**config.mk**
```make
export PLATFORM = sky130hd
export DESIGN_NAME = mc_seq_flat
export DESIGN_NICKNAME = d
export VERILOG_FILES = /design/src/rtl/mc_seq_pkg.sv /design/src/rtl/mc_seq_if.sv /design/src/rtl/mc_wait_timer.sv /design/src/rtl/mc_seq.sv /design/src/flat_wrapper.sv
export SDC_FILE = /design/constraint.sdc
export NUM_CORES = 1
export LEC_CHECK = 0
export BUFFER_PORTS_ARGS = -buffer_cell sky130_fd_sc_hd__buf_2
export CORE_AREA = 2 2 83 85
export DETAILED_ROUTE_END_ITERATION = 16
export DIE_AREA = 0 0 85 87
export SLEW_MARGIN = 30
export SYNTH_ARGS = -nofsm -noshare
export SYNTH_HDL_FRONTEND = slang
export SYNTH_HIERARCHICAL = 1
export SYNTH_SLANG_ARGS = --single-unit
```
**constraint.sdc**
```tcl
create_clock -name clk -period 4.8 [get_ports clk]
set_input_delay 0.72 -clock clk [delete_from_list [all_inputs] [get_ports clk]]
set_output_delay 0.72 -clock clk [all_outputs]
set_load 0.005 [all_outputs]
```
**src/rtl/mc_seq_pkg.sv**
```systemverilog
// Shared codes for the multi-cycle RV32I sequencer: states, instruction classes,
// opcodes (common with the ctrl decoder), trap causes and the ID-stage classifier.
// Pure definitions; no latency, no backpressure.
package mc_seq_pkg;

  typedef enum logic [2:0] {
    S_IDLE = 3'b000,
    S_IF   = 3'b001,
    S_ID   = 3'b010,
    S_EX   = 3'b011,
    S_MEM  = 3'b100,
    S_WB   = 3'b101,
    S_TRAP = 3'b110
  } state_t;

  typedef enum logic [2:0] {
    C_NONE   = 3'd0,
    C_ALU    = 3'd1,
    C_LOAD   = 3'd2,
    C_STORE  = 3'd3,
    C_BRANCH = 3'd4,
    C_JAL    = 3'd5,
    C_JALR   = 3'd6
  } cls_t;

  typedef enum logic [1:0] {
    TC_NONE    = 2'b00,
    TC_ILLEGAL = 2'b01,
    TC_IMEM    = 2'b10,
    TC_DMEM    = 2'b11
  } cause_t;

  localparam logic [6:0] OP_RTYPE  = 7'b0110011;
  localparam logic [6:0] OP_ITYPE  = 7'b0010011;
  localparam logic [6:0] OP_LUI    = 7'b0110111;
  localparam logic [6:0] OP_LOAD   = 7'b0000011;
  localparam logic [6:0] OP_STORE  = 7'b0100011;
  localparam logic [6:0] OP_BRANCH = 7'b1100011;
  localparam logic [6:0] OP_JAL    = 7'b1101111;
  localparam logic [6:0] OP_JALR   = 7'b1100111;

  // C_NONE means the opcode (or JALR funct3) is not supported -> illegal trap.
  function automatic cls_t classify(input logic [6:0] op, input logic [2:0] f3);
    cls_t c;
    c = C_NONE;
    case (op)
      OP_RTYPE, OP_ITYPE, OP_LUI: c = C_ALU;
      OP_LOAD:   c = C_LOAD;
      OP_STORE:  c = C_STORE;
      OP_BRANCH: c = C_BRANCH;
      OP_JAL:    c = C_JAL;
      OP_JALR:   c = (f3 == 3'b000) ? C_JALR : C_NONE;
      default:   c = C_NONE;
    endcase
    return c;
  endfunction

endpackage

```
**src/rtl/mc_seq_if.sv**
```systemverilog
// Bundle of IR fields, memory ready inputs and write-enable/status outputs of the sequencer.
// No latency (wires only); memory backpressure is carried by imem_ready/dmem_ready.
// master = sequencer side, slave = datapath/memory side.
interface mc_seq_if #(parameter int CNT_W = 32);
  logic [6:0]       Op;
  logic [2:0]       Funct3;
  logic             imem_ready;
  logic             dmem_ready;
  logic             ImemReq;
  logic             IRWrite;
  logic             PCWrite;
  logic             RegWriteEn;
  logic             MemReadEn;
  logic             MemWriteEn;
  logic [2:0]       state;
  logic             trap;
  logic [1:0]       trap_cause;
  logic [CNT_W-1:0] instret;

  modport master (
    input  Op, Funct3, imem_ready, dmem_ready,
    output ImemReq, IRWrite, PCWrite, RegWriteEn, MemReadEn, MemWriteEn,
           state, trap, trap_cause, instret
  );

  modport slave (
    output Op, Funct3, imem_ready, dmem_ready,
    input  ImemReq, IRWrite, PCWrite, RegWriteEn, MemReadEn, MemWriteEn,
           state, trap, trap_cause, instret
  );
endinterface

```
**src/rtl/mc_wait_timer.sv**
```systemverilog
// Wait-cycle counter for memory handshakes; expired flags the last allowed wait cycle.
// expired is combinational from en and the count; counter updates one cycle later.
// Ports: clk/rst, en (waiting with ready low), clr (restart at 0), expired.
module mc_wait_timer #(
  parameter int MEM_TIMEOUT = 16
) (
  input  logic clk,
  input  logic rst,
  input  logic en,
  input  logic clr,
  output logic expired
);

  localparam logic [7:0] LIMIT = 8'(MEM_TIMEOUT - 1);

  logic [7:0] cnt_q;

  // The wait that would make the count reach MEM_TIMEOUT is the expiring one.
  assign expired = en && (cnt_q == LIMIT);

  always_ff @(posedge clk or posedge rst) begin
    if (rst) begin
      cnt_q <= '0;
    end else if (clr) begin
      cnt_q <= '0;
    end else if (en && (cnt_q != LIMIT)) begin
      cnt_q <= cnt_q + 8'd1;   // saturates, never wraps
    end
  end

endmodule

```
**src/rtl/mc_seq.sv**
```systemverilog
// Multi-cycle IF/ID/EX/MEM/WB sequencer gating PC/IR/regfile/dmem write enables.
// Strobes are decoded from state + latched class (IRWrite / MEM exit also from ready).
// Waits on imem_ready/dmem_ready up to MEM_TIMEOUT cycles, then traps until rst.
// Ports: clk, rst (async, active high), bus (mc_seq_if.master: Op/Funct3/ready in,
// strobes, state, trap, trap_cause, instret out).
module mc_seq
  import mc_seq_pkg::*;
#(
  parameter int MEM_TIMEOUT = 16,
  parameter int CNT_W       = 32
) (
  input  logic      clk,
  input  logic      rst,
  mc_seq_if.master  bus
);

  state_t           state_q;
  cls_t             cls_q;
  cause_t           cause_q;
  logic [CNT_W-1:0] instret_q;

  logic tmr_en, tmr_clr, tmr_exp;
  logic imem_req, ir_write, pc_write, reg_write_en, mem_read_en, mem_write_en;
  cls_t id_cls;

  assign id_cls = classify(bus.Op, bus.Funct3);

  // Count only while stalled in a wait state. Every exit from a wait state is
  // either ready (en drops) or expiry, so clearing on !en || expired restarts
  // the counter on every state change.
  assign tmr_en  = ((state_q == S_IF)  && !bus.imem_ready) ||
                   ((state_q == S_MEM) && !bus.dmem_ready);
  assign tmr_clr = !tmr_en || tmr_exp;

  mc_wait_timer #(.MEM_TIMEOUT(MEM_TIMEOUT)) u_timer (
    .clk     (clk),
    .rst     (rst),
    .en      (tmr_en),
    .clr     (tmr_clr),
    .expired (tmr_exp)
  );

  always_comb begin
    imem_req     = 1'b0;
    ir_write     = 1'b0;
    pc_write     = 1'b0;
    reg_write_en = 1'b0;
    mem_read_en  = 1'b0;
    mem_write_en = 1'b0;
    case (state_q)
      S_IF: begin
        imem_req = 1'b1;
        ir_write = bus.imem_ready;
      end
      S_EX:  pc_write = (cls_q == C_BRANCH);
      S_MEM: begin
        mem_read_en  = (cls_q == C_LOAD);
        mem_write_en = (cls_q == C_STORE);
        pc_write     = (cls_q == C_STORE) && bus.dmem_ready;
      end
      S_WB: begin
        reg_write_en = 1'b1;
        pc_write     = 1'b1;
      end
      default: ;
    endcase
  end

  always_ff @(posedge clk or posedge rst) begin
    if (rst) begin
      state_q   <= S_IDLE;
      cls_q     <= C_NONE;
      cause_q   <= TC_NONE;
      instret_q <= '0;
    end else begin
      // A PCWrite cycle is a retire cycle; none exist in S_TRAP.
      if (pc_write) instret_q <= instret_q + CNT_W'(1);
      case (state_q)
        S_IDLE: state_q <= S_IF;
        S_IF: begin
          if (bus.imem_ready) begin
            state_q <= S_ID;
          end else if (tmr_exp) begin
            state_q <= S_TRAP;
            cause_q <= TC_IMEM;
          end
        end
        S_ID: begin
          cls_q <= id_cls;
          if (id_cls == C_NONE) begin
            state_q <= S_TRAP;
            cause_q <= TC_ILLEGAL;
          end else begin
            state_q <= S_EX;
          end
        end
        S_EX: begin
          case (cls_q)
            C_BRANCH:       state_q <= S_IF;
            C_LOAD, C_STORE: state_q <= S_MEM;
            default:        state_q <= S_WB;
          endcase
        end
        S_MEM: begin
          if (bus.dmem_ready) begin
            state_q <= (cls_q == C_LOAD) ? S_WB : S_IF;
          end else if (tmr_exp) begin
            state_q <= S_TRAP;
            cause_q <= TC_DMEM;
          end
        end
        S_WB:    state_q <= S_IF;
        S_TRAP:  state_q <= S_TRAP;
        default: state_q <= S_TRAP;
      endcase
    end
  end

  assign bus.ImemReq    = imem_req;
  assign bus.IRWrite    = ir_write;
  assign bus.PCWrite    = pc_write;
  assign bus.RegWriteEn = reg_write_en;
  assign bus.MemReadEn  = mem_read_en;
  assign bus.MemWriteEn = mem_write_en;
  assign bus.state      = state_q;
  assign bus.trap       = (state_q == S_TRAP);
  assign bus.trap_cause = cause_q;
  assign bus.instret    = instret_q;

endmodule

```
**src/flat_wrapper.sv**
```systemverilog
// flat-port wrapper written by rule: the top's interface ports become plain ports
module mc_seq_flat import mc_seq_pkg::*;
#(
  parameter int MEM_TIMEOUT = 16,
  parameter int CNT_W       = 32
)
  (clk, rst, bus_Op, bus_Funct3, bus_imem_ready, bus_dmem_ready, bus_ImemReq, bus_IRWrite, bus_PCWrite, bus_RegWriteEn, bus_MemReadEn, bus_MemWriteEn, bus_state, bus_trap, bus_trap_cause, bus_instret);
  mc_seq_if #(.CNT_W(CNT_W)) bus_i ();
  input  logic clk;
  input  logic rst;
  input wire logic [$bits(bus_i.Op)-1:0] bus_Op;
  input wire logic [$bits(bus_i.Funct3)-1:0] bus_Funct3;
  input wire logic [$bits(bus_i.imem_ready)-1:0] bus_imem_ready;
  input wire logic [$bits(bus_i.dmem_ready)-1:0] bus_dmem_ready;
  output wire logic [$bits(bus_i.ImemReq)-1:0] bus_ImemReq;
  output wire logic [$bits(bus_i.IRWrite)-1:0] bus_IRWrite;
  output wire logic [$bits(bus_i.PCWrite)-1:0] bus_PCWrite;
  output wire logic [$bits(bus_i.RegWriteEn)-1:0] bus_RegWriteEn;
  output wire logic [$bits(bus_i.MemReadEn)-1:0] bus_MemReadEn;
  output wire logic [$bits(bus_i.MemWriteEn)-1:0] bus_MemWriteEn;
  output wire logic [$bits(bus_i.state)-1:0] bus_state;
  output wire logic [$bits(bus_i.trap)-1:0] bus_trap;
  output wire logic [$bits(bus_i.trap_cause)-1:0] bus_trap_cause;
  output wire logic [$bits(bus_i.instret)-1:0] bus_instret;
  assign bus_i.Op = bus_Op;
  assign bus_i.Funct3 = bus_Funct3;
  assign bus_i.imem_ready = bus_imem_ready;
  assign bus_i.dmem_ready = bus_dmem_ready;
  assign bus_ImemReq = bus_i.ImemReq;
  assign bus_IRWrite = bus_i.IRWrite;
  assign bus_PCWrite = bus_i.PCWrite;
  assign bus_RegWriteEn = bus_i.RegWriteEn;
  assign bus_MemReadEn = bus_i.MemReadEn;
  assign bus_MemWriteEn = bus_i.MemWriteEn;
  assign bus_state = bus_i.state;
  assign bus_trap = bus_i.trap;
  assign bus_trap_cause = bus_i.trap_cause;
  assign bus_instret = bus_i.instret;
  mc_seq #(.MEM_TIMEOUT(MEM_TIMEOUT), .CNT_W(CNT_W)) u_core (.clk(clk), .rst(rst), .bus(bus_i));
endmodule
```
# == After elaboration in Yosys (flattened, before gate mapping) ==
# Cells that the tools add are included.
# classes
n_mux,23
n_reduce_logical,19
addsub,2
n_eq_ne,24
# op_table
operator,count
"adder 32 x 1 -> 32 bit, second input constant",1
"== test 7 x 6 -> 1 bit, second input constant",3
"== test 7 bit, second input constant",3
two-way mux 3 bit,6
case mux 3 bit (6 select lines),1
two-way mux 8 bit,2
case mux 3 bit (5 select lines),1
"== test 3 x 2 -> 1 bit, second input constant",4
"== test 3 bit, second input constant",4
two-way mux 2 bit,5
zero test 3 bit,3
"adder 8 x 1 -> 8 bit, second input constant",1
"== test 8 x 4 -> 1 bit, second input constant",1
"inequality test 8 x 4 -> 1 bit, second input constant",1
"== test 7 x 2 -> 1 bit, second input constant",1
"== test 7 x 5 -> 1 bit, second input constant",1
"inequality test 2 x 1 -> 1 bit, second input constant",3
case mux 2 bit (3 select lines),1
case mux 3 bit (2 select lines),1
AND reduction 6 bit,1
logical AND 1 bit,5
two-way mux 1 bit,5
"inequality test 2 bit, second input constant",2
OR reduction 2 bit,2
7 further kinds,10
# totals
output_inout_bits,44
regBits,48
word_cells,73
input_bits,14

# == Logic depth before layout (Yosys ltp) ==
# logic_depth
depth_word,7
ltp_mapped,10
mapped_depth_nobuf,8

# == Hierarchy ==
# The synthesis kept the hierarchy.
# modules_own_cells
mod,seq_area_each_um2,cells_per_inst,area_each_um2,n_inst
mc_seq,1001.0,210,2088.3,1
mc_wait_timer,200.2,47,451.7,1

# == Worst setup path before layout ==
# OpenSTA, ideal clock, no wires.
# synth_timing
path_type,input -> register
start,input port bus_imem_ready
end,register u_core.u_timer.cnt_q[0]
cell_stages,9
n_path_buf,1
setup_ns,0.125
setup_slack_ns,2.355
arrival_time_ns,2.320
required_ns,4.675
path_cell_list,nor3b_1 a21oi_1 nor2_1 inv_1 nor2_1 or3_1 buf_1 nor2b_1 mux2_2
# synth_via
elab_chain_len,6
word_cells_on_any_way,9
cone_classes,mux (1); reduce/logical (8)
# synth_rtl
item,line_no,text
"start, declared",flat_wrapper.sv:13,input wire logic [$bits(bus_i.imem_ready)-1:0] bus_imem_ready;
zero test 1 bit *,mc_seq.sv:31,assign tmr_en = ((state_q == S_IF) && !bus.imem_ready) ||
logical AND 1 bit *,mc_seq.sv:31,
logical OR 1 bit *,mc_seq.sv:31,
net u_core.tmr_en,mc_seq.sv:22,"logic tmr_en, tmr_clr, tmr_exp;"
logical AND 1 bit *,mc_wait_timer.sv:19,assign expired = en && (cnt_q == LIMIT);
net u_core.tmr_exp,mc_seq.sv:22,
logical OR 1 bit *,mc_seq.sv:33,assign tmr_clr = !tmr_en || tmr_exp;
net u_core.tmr_clr,mc_seq.sv:22,
two-way mux 8 bit or nonzero test 2 bit (tied branches),n/a,
"end signal, assigned",mc_wait_timer.sv:27,cnt_q <= cnt_q + 8'd1;
"end, declared",mc_wait_timer.sv:16,logic [7:0] cnt_q;
# Mark *: on every way through the listed nets, which the timed path passes. The rest lies on a longest branch.
# A chain may end at the register's enable or synchronous reset.

# == Worst setup path in the final report ==
# layout_timing
start,register u_core.state_q[1] (netlist: u_core/bus.state[1])
end,output port bus_PCWrite
# layout_via
elab_chain_len,2
word_cells_on_any_way,4
cone_classes,eq/ne (3); mux (1)
# layout_rtl
item,line_no,text
"start, declared",mc_seq.sv:17,state_t state_q;
"start signal, assigned",mc_seq.sv:106,state_q <= (cls_q == C_LOAD) ? S_WB : S_IF;
== test 3 bit or == test 3 x 2 -> 1 bit (tied branches),mc_seq.sv:50,case (state_q)
case mux 1 bit (3 select lines) *,mc_seq.sv:50,
"end, declared",flat_wrapper.sv:17,output wire logic [$bits(bus_i.PCWrite)-1:0] bus_PCWrite;
# Mark *: on every way between the ends. The rest lies on a longest branch, timed or not.

==> run metrics <==
drt drc=0; fmax=~370 MHz; Post-synth EDFFs=0; DP HPWL=about 4100 um; Main synth FF type=dfrtp_1; clock buffer depth=2; Ant. Diodes=0; vias in the first global route=1998; Post-Syn Area per Cell=approximately 10 um2; initial antenna violation count=0; largest family of logic cells by synthesized area=simple AND/OR/NAND/NOR gates; Crit Path Category=flip-flop to output pin; vias per cell=roughly 5; Layout Nets=about 330; # rows=30; post-route ant nets=0; Initial Util=between 30% and 40%; Total Wirelength=about 5400 um; FFs w/ async S/R, synth=100%; Ys Warns=6; layout cells sized above 1=~26%; DR WL/cell=between 10 and 15 um; post-route cell area=3030 um2; die area=7400 um2; Worst VDD drop=~0.00015 V; final hold vios=0; post-synth cell types=51; final worst path period share=55.9%; drt first-iter violations=75; CP Capture Type=output pin; Seq/Total Area, Yosys=roughly 47%; Placer Congestion=around 0.8; unrepaired setup endpoints after global routing=no; leading cell types by total area after synthesis=dfrtp_1, xor2_1, nor2_1, nor3_1, nand2_1; Post-Synth Adder-Cell Area=between 1 and 1.5%; slew margin rel.=between 60% and 70%; die width=85 um; core area=6570 um2; XOR/XNOR Fraction of Synth Area=10.7%; # IOs=58; Pleak=around 1.5 nW; synthesized flop and latch total=48; top-area cell type share of the netlist area=a little under half; DP Area=a little under 3000 um2; Final setup viols=0; first-pass GRT wire length=9140 um; total nets after synthesis=~270; CTS Hold Bufs=0; Synth Area in Compound Gates=approximately 9.9%; crit path max fanout=13; Clock Latency Late Sink=about 0.3 ns; Synth Instances=between 200 and 300; Syn-to-layout area delta=19.2%; number of fill cells=650; IO buf count=57; Clock Tree Root=clkbuf_8; Min-Delay Path Class=input pin to async pin; postcts setup bufs=0; critical path required time=4.08 ns; synthesized area=~2500 um2; most frequent cells after synthesis=dfrtp_1, xor2_1, nor2_1; Sink Count=48; critical path arrival=1.96 ns; Tightest Pin Transition=0.561 ns; largest net degree at the start of global routing=29; TritonRoute pass-1 iters=4; Yosys top cell by area=dfrtp_1; PwrDens=~250 nW/um2; total negative slack=0 ns; H-tree depth=2; skew final=roughly 0.0094 ns; status=finished, final reports clean; cts bufs inserted=5; CTS tree=yes; CP startpoint kind=flip-flop; vias=approximately 2000; clock transition at the registers of the reported paths=about 0.09 ns; max-slew violation count=0; total track usage=about 15%; top-count cell post-synth=dfrtp_1; Chip Height=between 80 and 90 um; Tmin final=around 2.7 ns; Overflow after GRT=0; post-synthesis mux area share=roughly 1.3%; Max-Cap Viols=0; Synth Area in Simple Gates=between 20% and 30%; PostCTS Resize Cnt=0
[logic make-up after synthesis]
| kind of cell | count (synthesis) |
|---|---|
| fa+ha+maj | 3 |
| buf+inv | 20 |
| compound gates | 38 |
| mux | 3 |
| simple gates | 114 |
| xor+xnor | 31 |
| flops | 48 |
[routing by layer]
metal / up-vias / wire, um / track usage, % / share of wire [%]
li1: 1026 / - / - / -
met1: 957 / 2560 / 19.8 / 47
met2: 45 / 2580 / 25.5 / 48
met3: 6 / 223 / 3.60 / 4.1
met4: 0 / 64 / 3.90 / 1.2
met5: - / 0 / 0 / 0
[final cells by class]
cell class / count / area (um2) / area share [%]
Inverter: 14 / 52.6 / 1.74
Tap cell: 80 / 100 / 3.31
Clock inverter: 2 / 38.8 / 1.28
Multi-Input combinational cell: 189 / 1260 / 41.6
Clock buffer: 6 / 82.6 / 2.73
Sequential cell: 48 / 1200 / 39.7
Timing Repair Buffer: 58 / 293 / 9.67
[power by group]
part / switching, mW / internal (mW)
sequential: 0.00378 / 0.407
clock: 0.138 / 0.170
combinational: 0.0218 / 0.0123
[worst max-delay path, cell delays in order, from the launching register on]
cell and delay (ns):
dfrtp_1 0.57, and3b_1 0.25, a31o_2 0.26, nor2_2 0.35
inv_1 0.09, buf_2 0.14
[registers in the layout, indices dropped and copies added, names as in the netlist]
signal	flops
u_core/bus.instret	32
u_core/bus.state	3
u_core/bus.trap_cause	2
u_core/cls_q	3
u_core/u_timer/cnt_q	8
[metrics by stage]
step                      utilization, %  worst slack [ns]  power (mW)  instances  hold WS (ns)
after floorplan                        -              2.36       0.438        257         0.465
after global placement              44.2              2.10       0.454        389         0.453
after detailed placement            44.2              2.05       0.454        389         0.462
after CTS                           46.1              2.07       0.768        397         0.361
after global routing                46.1              1.97       0.790        397         0.386
final                               46.1              2.12       0.753        397         0.368
[path summary, 6_finish.rpt]
check                                              startpoint                                  end  slack (ns)  depth (start not counted)
max in group asynchronous                                 rst   u_core/bus.instret[30]$_DFFE_PP0P_        3.55                          3
setup / recovery                u_core/bus.state[1]$_DFF_PP0_                          bus_PCWrite        2.12                          5
setup reg to reg                u_core/bus.state[0]$_DFF_PP0_  u_core/u_timer/cnt_q[0]$_DFFE_PP0P_        2.31                          8
hold reg to reg            u_core/bus.instret[31]$_DFFE_PP0P_   u_core/bus.instret[31]$_DFFE_PP0P_        0.47                          1
min in group clk           u_core/bus.instret[31]$_DFFE_PP0P_   u_core/bus.instret[31]$_DFFE_PP0P_        0.47                          1
hold / removal                                            rst  u_core/u_timer/cnt_q[2]$_DFFE_PP0P_        0.37                          2
[layout by cell type, fill, tap and decap left out, types with 6 or more instances in the layout]
master,instances
xor2_1,24
nand2b_1,7
clkbuf_8,6
buf_2,57
nand3_1,7
nor3_1,16
nor3b_1,6
a21oi_1,12
nand2_1,18
nor2_1,23
xnor2_1,7
inv_1,14
dfrtp_1,48
nand4_1,10
o21ai_0,9
Note: power is estimated with default switching activity, not from simulation.
